--- src/rtl/mouse_pkg.sv ---
// mouse_pkg: PS/2 mouse command/response bytes, controller state encoding
// and the per-axis delta formatting helper.
`default_nettype none

package mouse_pkg;

  localparam logic [7:0] MOUSE_CMD_RESET  = 8'hFF;
  localparam logic [7:0] MOUSE_CMD_ENABLE = 8'hF4;
  localparam logic [7:0] MOUSE_ACK        = 8'hFA;
  localparam logic [7:0] MOUSE_BAT_OK     = 8'hAA;
  localparam logic [7:0] MOUSE_ID_STD     = 8'h00;

  typedef enum logic [3:0] {
    S_SEND_RST     = 4'd0,
    S_WAIT_ACK_RST = 4'd1,
    S_WAIT_BAT     = 4'd2,
    S_WAIT_ID      = 4'd3,
    S_SEND_EN      = 4'd4,
    S_WAIT_ACK_EN  = 4'd5,
    S_B0           = 4'd6,
    S_B1           = 4'd7,
    S_B2           = 4'd8,
    S_ERROR        = 4'd9
  } mouse_state_t;

  // Saturates to +255 / -256 when clamping is on and the overflow flag is set.
  function automatic logic [8:0] axis_value(input logic sign, input logic ovf,
                                            input logic [7:0] mag, input logic clamp);
    if (clamp && ovf) return sign ? 9'h100 : 9'h0FF;
    return {sign, mag};
  endfunction

endpackage

`default_nettype wire

--- src/rtl/mouse_timer.sv ---
// mouse_timer: loadable down-counter; expired is high while enabled at zero.
`default_nettype none

module mouse_timer #(
  parameter int WIDTH = 26,
  parameter logic [WIDTH-1:0] INIT = '0
) (
  input  logic             Clk,
  input  logic             Reset,
  input  logic             restart,
  input  logic             enable,
  input  logic [WIDTH-1:0] load_value,
  output logic             expired
);

  logic [WIDTH-1:0] r_count;

  always_ff @(posedge Clk or posedge Reset) begin
    if (Reset) begin
      r_count <= INIT;
    end else if (restart) begin
      r_count <= load_value;
    end else if (enable && (r_count != '0)) begin
      r_count <= r_count - 1'b1;
    end
  end

  assign expired = enable && (r_count == '0);

endmodule

`default_nettype wire

--- src/rtl/mouse_packet_ctrl.sv ---
// mouse_packet_ctrl: PS/2 mouse init sequencer and 3-byte stream packet assembler.
// Optional MOUSE_OVF_CLAMP_EN saturates an axis whose overflow flag is set.
`default_nettype none

module mouse_packet_ctrl
  import mouse_pkg::*;
#(
  parameter int TIMEOUT_CYCLES = 50_000_000,
  parameter int PKT_GAP_CYCLES = 1_000_000,
  parameter int MAX_RETRIES    = 3
) (
  input  logic       Clk,
  input  logic       Reset,
  input  logic [7:0] rx_byte,
  input  logic       rx_valid,
  output logic [7:0] tx_byte,
  output logic       tx_req,
  input  logic       tx_done,
  output logic [8:0] dx,
  output logic [8:0] dy,
  output logic       m1,
  output logic       m2,
  output logic       m3,
  output logic       new_data,
  output logic       ready,
  output logic       error
);

`ifdef MOUSE_OVF_CLAMP_EN
  localparam logic OVF_CLAMP = 1'b1;
`else
  localparam logic OVF_CLAMP = 1'b0;
`endif

  localparam int TMAX = (TIMEOUT_CYCLES > PKT_GAP_CYCLES) ? TIMEOUT_CYCLES : PKT_GAP_CYCLES;
  localparam int TW   = $clog2(TMAX + 1);
  localparam int RW   = (MAX_RETRIES > 1) ? $clog2(MAX_RETRIES + 1) : 1;
  localparam logic [TW-1:0] INIT_LOAD  = TW'(TIMEOUT_CYCLES - 1);
  localparam logic [TW-1:0] GAP_LOAD   = TW'(PKT_GAP_CYCLES - 1);
  localparam logic [RW-1:0] LAST_RETRY = RW'(MAX_RETRIES - 1);

  mouse_state_t r_state;
  mouse_state_t w_next;
  logic [7:0]   w_expect;
  logic         w_wait;
  logic         w_fail;
  logic         w_send_state;
  logic         w_restart;
  logic         w_stream_load;
  logic         w_expired;
  logic [TW-1:0] w_load;
  logic [RW-1:0] r_retries;
  // Header bits kept: {ovfY, ovfX, signY, signX, mid, right, left}.
  logic [6:0]   r_hdr;
  logic [7:0]   r_xbyte;

  always_comb begin
    w_expect = MOUSE_ACK;
    w_next   = S_WAIT_BAT;
    w_wait   = 1'b1;
    case (r_state)
      S_WAIT_ACK_RST: begin w_expect = MOUSE_ACK;    w_next = S_WAIT_BAT; end
      S_WAIT_BAT:     begin w_expect = MOUSE_BAT_OK; w_next = S_WAIT_ID;  end
      S_WAIT_ID:      begin w_expect = MOUSE_ID_STD; w_next = S_SEND_EN;  end
      S_WAIT_ACK_EN:  begin w_expect = MOUSE_ACK;    w_next = S_B0;       end
      default:        w_wait = 1'b0;
    endcase
  end

  assign w_fail       = w_wait && (rx_valid ? (rx_byte != w_expect) : w_expired);
  assign w_send_state = (r_state == S_SEND_RST) || (r_state == S_SEND_EN);
  // Reload on any state change or received byte, so the count always belongs to the next state.
  assign w_restart    = w_send_state ? (tx_done && tx_req) : (rx_valid || w_expired);
  assign w_stream_load = ((r_state == S_B0) && !(rx_valid && (rx_byte == MOUSE_BAT_OK))) ||
                         (r_state == S_B1) || (r_state == S_B2);
  assign w_load       = w_stream_load ? GAP_LOAD : INIT_LOAD;

  mouse_timer #(
    .WIDTH (TW),
    .INIT  (INIT_LOAD)
  ) u_timer (
    .Clk        (Clk),
    .Reset      (Reset),
    .restart    (w_restart),
    .enable     (!w_send_state),
    .load_value (w_load),
    .expired    (w_expired)
  );

  always_ff @(posedge Clk or posedge Reset) begin
    if (Reset) begin
      r_state   <= S_SEND_RST;
      r_retries <= '0;
      r_hdr     <= '0;
      r_xbyte   <= '0;
      tx_req    <= 1'b0;
      tx_byte   <= 8'h00;
      dx        <= '0;
      dy        <= '0;
      m1        <= 1'b0;
      m2        <= 1'b0;
      m3        <= 1'b0;
      new_data  <= 1'b0;
      ready     <= 1'b0;
      error     <= 1'b0;
    end else begin
      new_data <= 1'b0;
      case (r_state)
        S_SEND_RST: begin
          tx_byte <= MOUSE_CMD_RESET;
          if (tx_req && tx_done) begin
            tx_req  <= 1'b0;
            r_state <= S_WAIT_ACK_RST;
          end else begin
            tx_req <= 1'b1;
          end
        end
        S_SEND_EN: begin
          tx_byte <= MOUSE_CMD_ENABLE;
          if (tx_req && tx_done) begin
            tx_req  <= 1'b0;
            r_state <= S_WAIT_ACK_EN;
          end else begin
            tx_req <= 1'b1;
          end
        end
        S_WAIT_ACK_RST, S_WAIT_BAT, S_WAIT_ID, S_WAIT_ACK_EN: begin
          if (w_fail) begin
            if (r_retries == LAST_RETRY) begin
              r_state <= S_ERROR;
              error   <= 1'b1;
            end else begin
              r_retries <= r_retries + 1'b1;
              r_state   <= S_SEND_RST;
            end
          end else if (rx_valid) begin
            r_state <= w_next;
            if (r_state == S_WAIT_ACK_EN) begin
              ready     <= 1'b1;
              r_retries <= '0;
            end
          end
        end
        S_B0: begin
          if (rx_valid) begin
            if (rx_byte == MOUSE_BAT_OK) begin
              r_state <= S_WAIT_ID;
              ready   <= 1'b0;
              m1      <= 1'b0;
              m2      <= 1'b0;
              m3      <= 1'b0;
            end else if (rx_byte[3]) begin
              r_hdr   <= {rx_byte[7:4], rx_byte[2:0]};
              r_state <= S_B1;
            end
          end
        end
        S_B1: begin
          if (rx_valid) begin
            r_xbyte <= rx_byte;
            r_state <= S_B2;
          end else if (w_expired) begin
            r_state <= S_B0;
          end
        end
        S_B2: begin
          if (rx_valid) begin
            dx       <= axis_value(r_hdr[3], r_hdr[5], r_xbyte, OVF_CLAMP);
            dy       <= axis_value(r_hdr[4], r_hdr[6], rx_byte, OVF_CLAMP);
            m1       <= r_hdr[0];
            m2       <= r_hdr[1];
            m3       <= r_hdr[2];
            new_data <= 1'b1;
            r_state  <= S_B0;
          end else if (w_expired) begin
            r_state <= S_B0;
          end
        end
        S_ERROR: begin
          tx_req <= 1'b0;
        end
        default: begin
          r_state <= S_SEND_RST;
        end
      endcase
    end
  end

endmodule

`default_nettype wire

--- config.mk ---
export PLATFORM = sky130hd
export DESIGN_NAME = mouse_packet_ctrl
export DESIGN_NICKNAME = d
export VERILOG_FILES = /design/src/rtl/mouse_pkg.sv /design/src/rtl/mouse_timer.sv /design/src/rtl/mouse_packet_ctrl.sv
export SDC_FILE = /design/constraint.sdc
export NUM_CORES = 1
export LEC_CHECK = 0
export CAP_MARGIN = 20
export CORE_UTILIZATION = 61
export DETAILED_ROUTE_END_ITERATION = 7
export PLACE_DENSITY = 0.86
export RECOVER_POWER = 100
export SETUP_SLACK_MARGIN = 0.4
export SKIP_LAST_GASP = 1
export SLEW_MARGIN = 15
export SYNTH_ARGS = -nofsm -noshare
export SYNTH_HDL_FRONTEND = slang
export SYNTH_HIERARCHICAL = 1
export SYNTH_SLANG_ARGS = --single-unit
--- constraint.sdc ---
create_clock -name Clk -period 10.82 [get_ports Clk]
set_input_delay 1.623 -clock Clk [delete_from_list [all_inputs] [get_ports Clk]]
set_output_delay 1.623 -clock Clk [all_outputs]
set_load 0.05 [all_outputs]
==> results_dict.tcl <==
set metrics [dict create \
    status "complete, but fails checks" \
    violations "capacitance limit, slew limit" \
    total_power_uw 1269 \
    max-vdd-ir-drop_mv 0.1988 \
    finalWirelength_mm 8.065 \
    viasPerCell 5.857 \
    critical_path.max_stage_delay_ps 980 \
    leakagePower_uw 0.001883 \
    fp.dieW_um 82.76 \
    syn_to_final_growth_pct 13.96 \
    start_util_pct 63.02 \
    final.min_clock_period_ps 4926 \
    hold_viol 0 \
    rsz0062_at_grt "false" \
    grt_pass1_vias 2750 \
    clk_pin_slew_ps 80 \
    final_common_cell "dfrtp_1" \
    root_buffer "clkbuf_8" \
    htree_levels 3 \
    antennaDiodeCount 0 \
    ys_seq_elements 72 \
    relSlewSlack_pct -10.84 \
    synth_top_flop_cell "dfrtp_1" \
    report.final.slew_viol_count 47 \
    synth.avg_cell_area_sq_um 10.72 \
    regArea_sq_um 1824 \
    timing.final.crit_share_pct 45.53 \
    synthCells 371 \
    async_flop_share_pct 100.0 \
    cap_viol_max_count 1 \
    cp-end-kind "flip-flop" \
    ctsHoldBuffers 0 \
    grt_util_all_layers_pct 25.87 \
    whs_path_depth 1 \
    critPathMaxFanout 34 \
    multiInputGateArea_sq_um 1926 \
    fillCellCount 460 \
    vias 2899 \
    io_buffers 44 \
    ctsLongestPathBuffers 2 \
    final_cell_mix "54 x dfrtp_1, 38 x mux2_2, 36 x dlygate4sd3_1" \
    ys_seq_area_share_pct 45.85 \
    path_cells "or4_1, or4_1, nor4_1, nor3b_1, nor2_1, mux2i_1, clkbuf_1, mux2_2" \
    grt_first_pass_wirelength_mm 13.10 \
    path_common_cell "or4_1" \
    critPathRequiredTime_ps 11050 \
    worstPathArrival_ps 5160 \
    setup_viol 0 \
    drive_gt1_share_pct 20.81 \
    core_area_sq_um 6314 \
    worst_pin_slew_ps 1661 \
    p_per_area_nw_per_um2 279.8 \
    synth_edf_count 0 \
    crit_cells 8 \
    ys_types 71 \
    wl_per_cell_um 16.29 \
    dp_hpwl_mm 5.525 \
    final_nets 427 \
    path_buf_inv 1 \
    drc 0 \
    synth.top_cell.area_share_pct 33.96 \
    synth_area_leader_cell "dfrtp_1" \
    synth.area.top_cells "dfrtp_1 34%, dfstp_2 12%, mux2_2 11%" \
    holdCritPathClass "reg -> reg" \
    cts_setup_buffers 0 \
    numCtsBuffers 9 \
    core.rowCount 29 \
    max_freq_mhz 203.0 \
    path_delay_family "simple AND/OR/NAND/NOR gates" \
    die_y_um 82.76 \
    r2r_cells 8 \
    cpMaxStageDelayCell "clkbuf_1" \
    yosys_warnings 6 \
    first_iter_violations 164 \
    routabilityCongestion 0.8574 \
    grt_max_degree 47 \
    final_antenna_net_count 0 \
    cts_tree "yes" \
    die-area_sq_um 6849 \
    cts_resized 0 \
    dr.pass1.iters 4 \
    path_class "reg -> reg" \
    cts_sinks 72 \
    syn_area_sq_um 3979 \
    cp-start-kind "flip-flop" \
    finalClockSkew_ps 8.754 \
    grt_overflow 0 \
    num_io_pins 45 \
    grt_antenna_before_repair 0 \
    fin_setup_tns_ps 0 \
    clk_latency_ps 350 \
]
-- worst reg2reg max path, delay by kind of cell, from the launching register on --
family	cells	cell delay, ps
flops	1	420
buf+inv	1	980
simple gates	5	2240
mux	2	1180
-- stage by stage --
step,worst slack [ps],instance area [sq um],instances,util (%),hold slack (ps)
after CTS,6977,4607,493,72.97,479.3
after floorplan,7342,4024,383,-,468.9
after global placement,6973,4409,477,69.84,450.7
after detailed placement,6924,4409,477,69.84,457.3
final,5894,4534,495,71.82,467.5
after global routing,5475,4534,495,71.82,509.1
-- state kept, by name, summed over array words and instances (netlist names), 2 cells and up --
| signal | flops |
|---|---|
| r_state | 4 |
| u_timer/r_count | 26 |
| dy | 9 |
| tx_byte | 2 |
| r_hdr | 5 |
| dx | 9 |
| r_retries | 2 |
| r_xbyte | 8 |
-- cells by family (layout without fill, tap and decap cells) --
logic type	count (synthesis)	after routing	synth area share, %
fa+ha+maj	2	2	0.6288
compound gates	72	72	12.71
simple gates	119	119	18.08
other cells	2	14	0.1887
mux	45	45	12.70
flops	72	72	45.85
xor+xnor	21	21	4.622
buf+inv	38	73	5.220
-- synth_stat cells, types with 2 or more instances --
cell type / n
o2111ai_1: 3
or2_2: 3
a21oi_1: 7
nor2_2: 2
xnor2_1: 10
nand4b_1: 2
nand2b_1: 5
and2_1: 2
clkbuf_1: 10
nor2_1: 13
dfstp_2: 18
or4_1: 4
buf_2: 5
nor3b_1: 4
and3_1: 3
ha_1: 2
o31ai_1: 2
nor3_1: 9
buf_4: 7
dfrtp_1: 54
nand4_1: 6
mux2_2: 39
conb_1: 2
nand2_2: 2
a22o_1: 3
buf_6: 4
o211ai_1: 6
a21o_1: 3
xor2_1: 11
o21ai_1: 3
mux2i_1: 4
nor2b_1: 4
o21ai_0: 29
nand3_1: 3
inv_1: 10
nor4_1: 10
nor4_4: 2
nand3b_1: 2
or3_1: 3
nand2_1: 29
-- metal layers --
layer	share of wire (%)	up-vias	track usage (%)
li1	-	1408	-
met1	46	1408	35.81
met2	48	67	39.10
met3	4.2	16	5.275
met4	2.0	0	11.72
met5	0	-	0
-- report_power, final --
part	internal, uW	leakage, uW	switching, uW	total, uW
Clock	113	0.0000993	102	215
Sequential	398	0.000893	109	507
Combinational	220	0.000890	327	547
-- path summary, 6_finish.rpt --
kind	endpoint	from	slack (ps)
setup / recovery	u_timer/r_count[10]	u_timer/r_count[9]	5890
hold / removal	error	error	470
setup reg to reg	u_timer/r_count[10]	u_timer/r_count[9]	5890
hold reg to reg	error	error	470
max in group asynchronous	dx[2]	Reset	7570
min in group asynchronous	u_timer/r_count[4]	Reset	1850
-- layout make-up --
| type | instances | share of cell area [%] |
|---|---|---|
| multi-input combinational | 273 | 42.47 |
| clock buffer | 11 | 3.118 |
| inverter | 11 | 0.9382 |
| sequential | 72 | 40.23 |
| clock inverter | 5 | 1.242 |
| tap | 77 | 2.125 |
| timing repair buffer | 46 | 9.879 |
No activity file was read; power rests on OpenSTA's default activity.
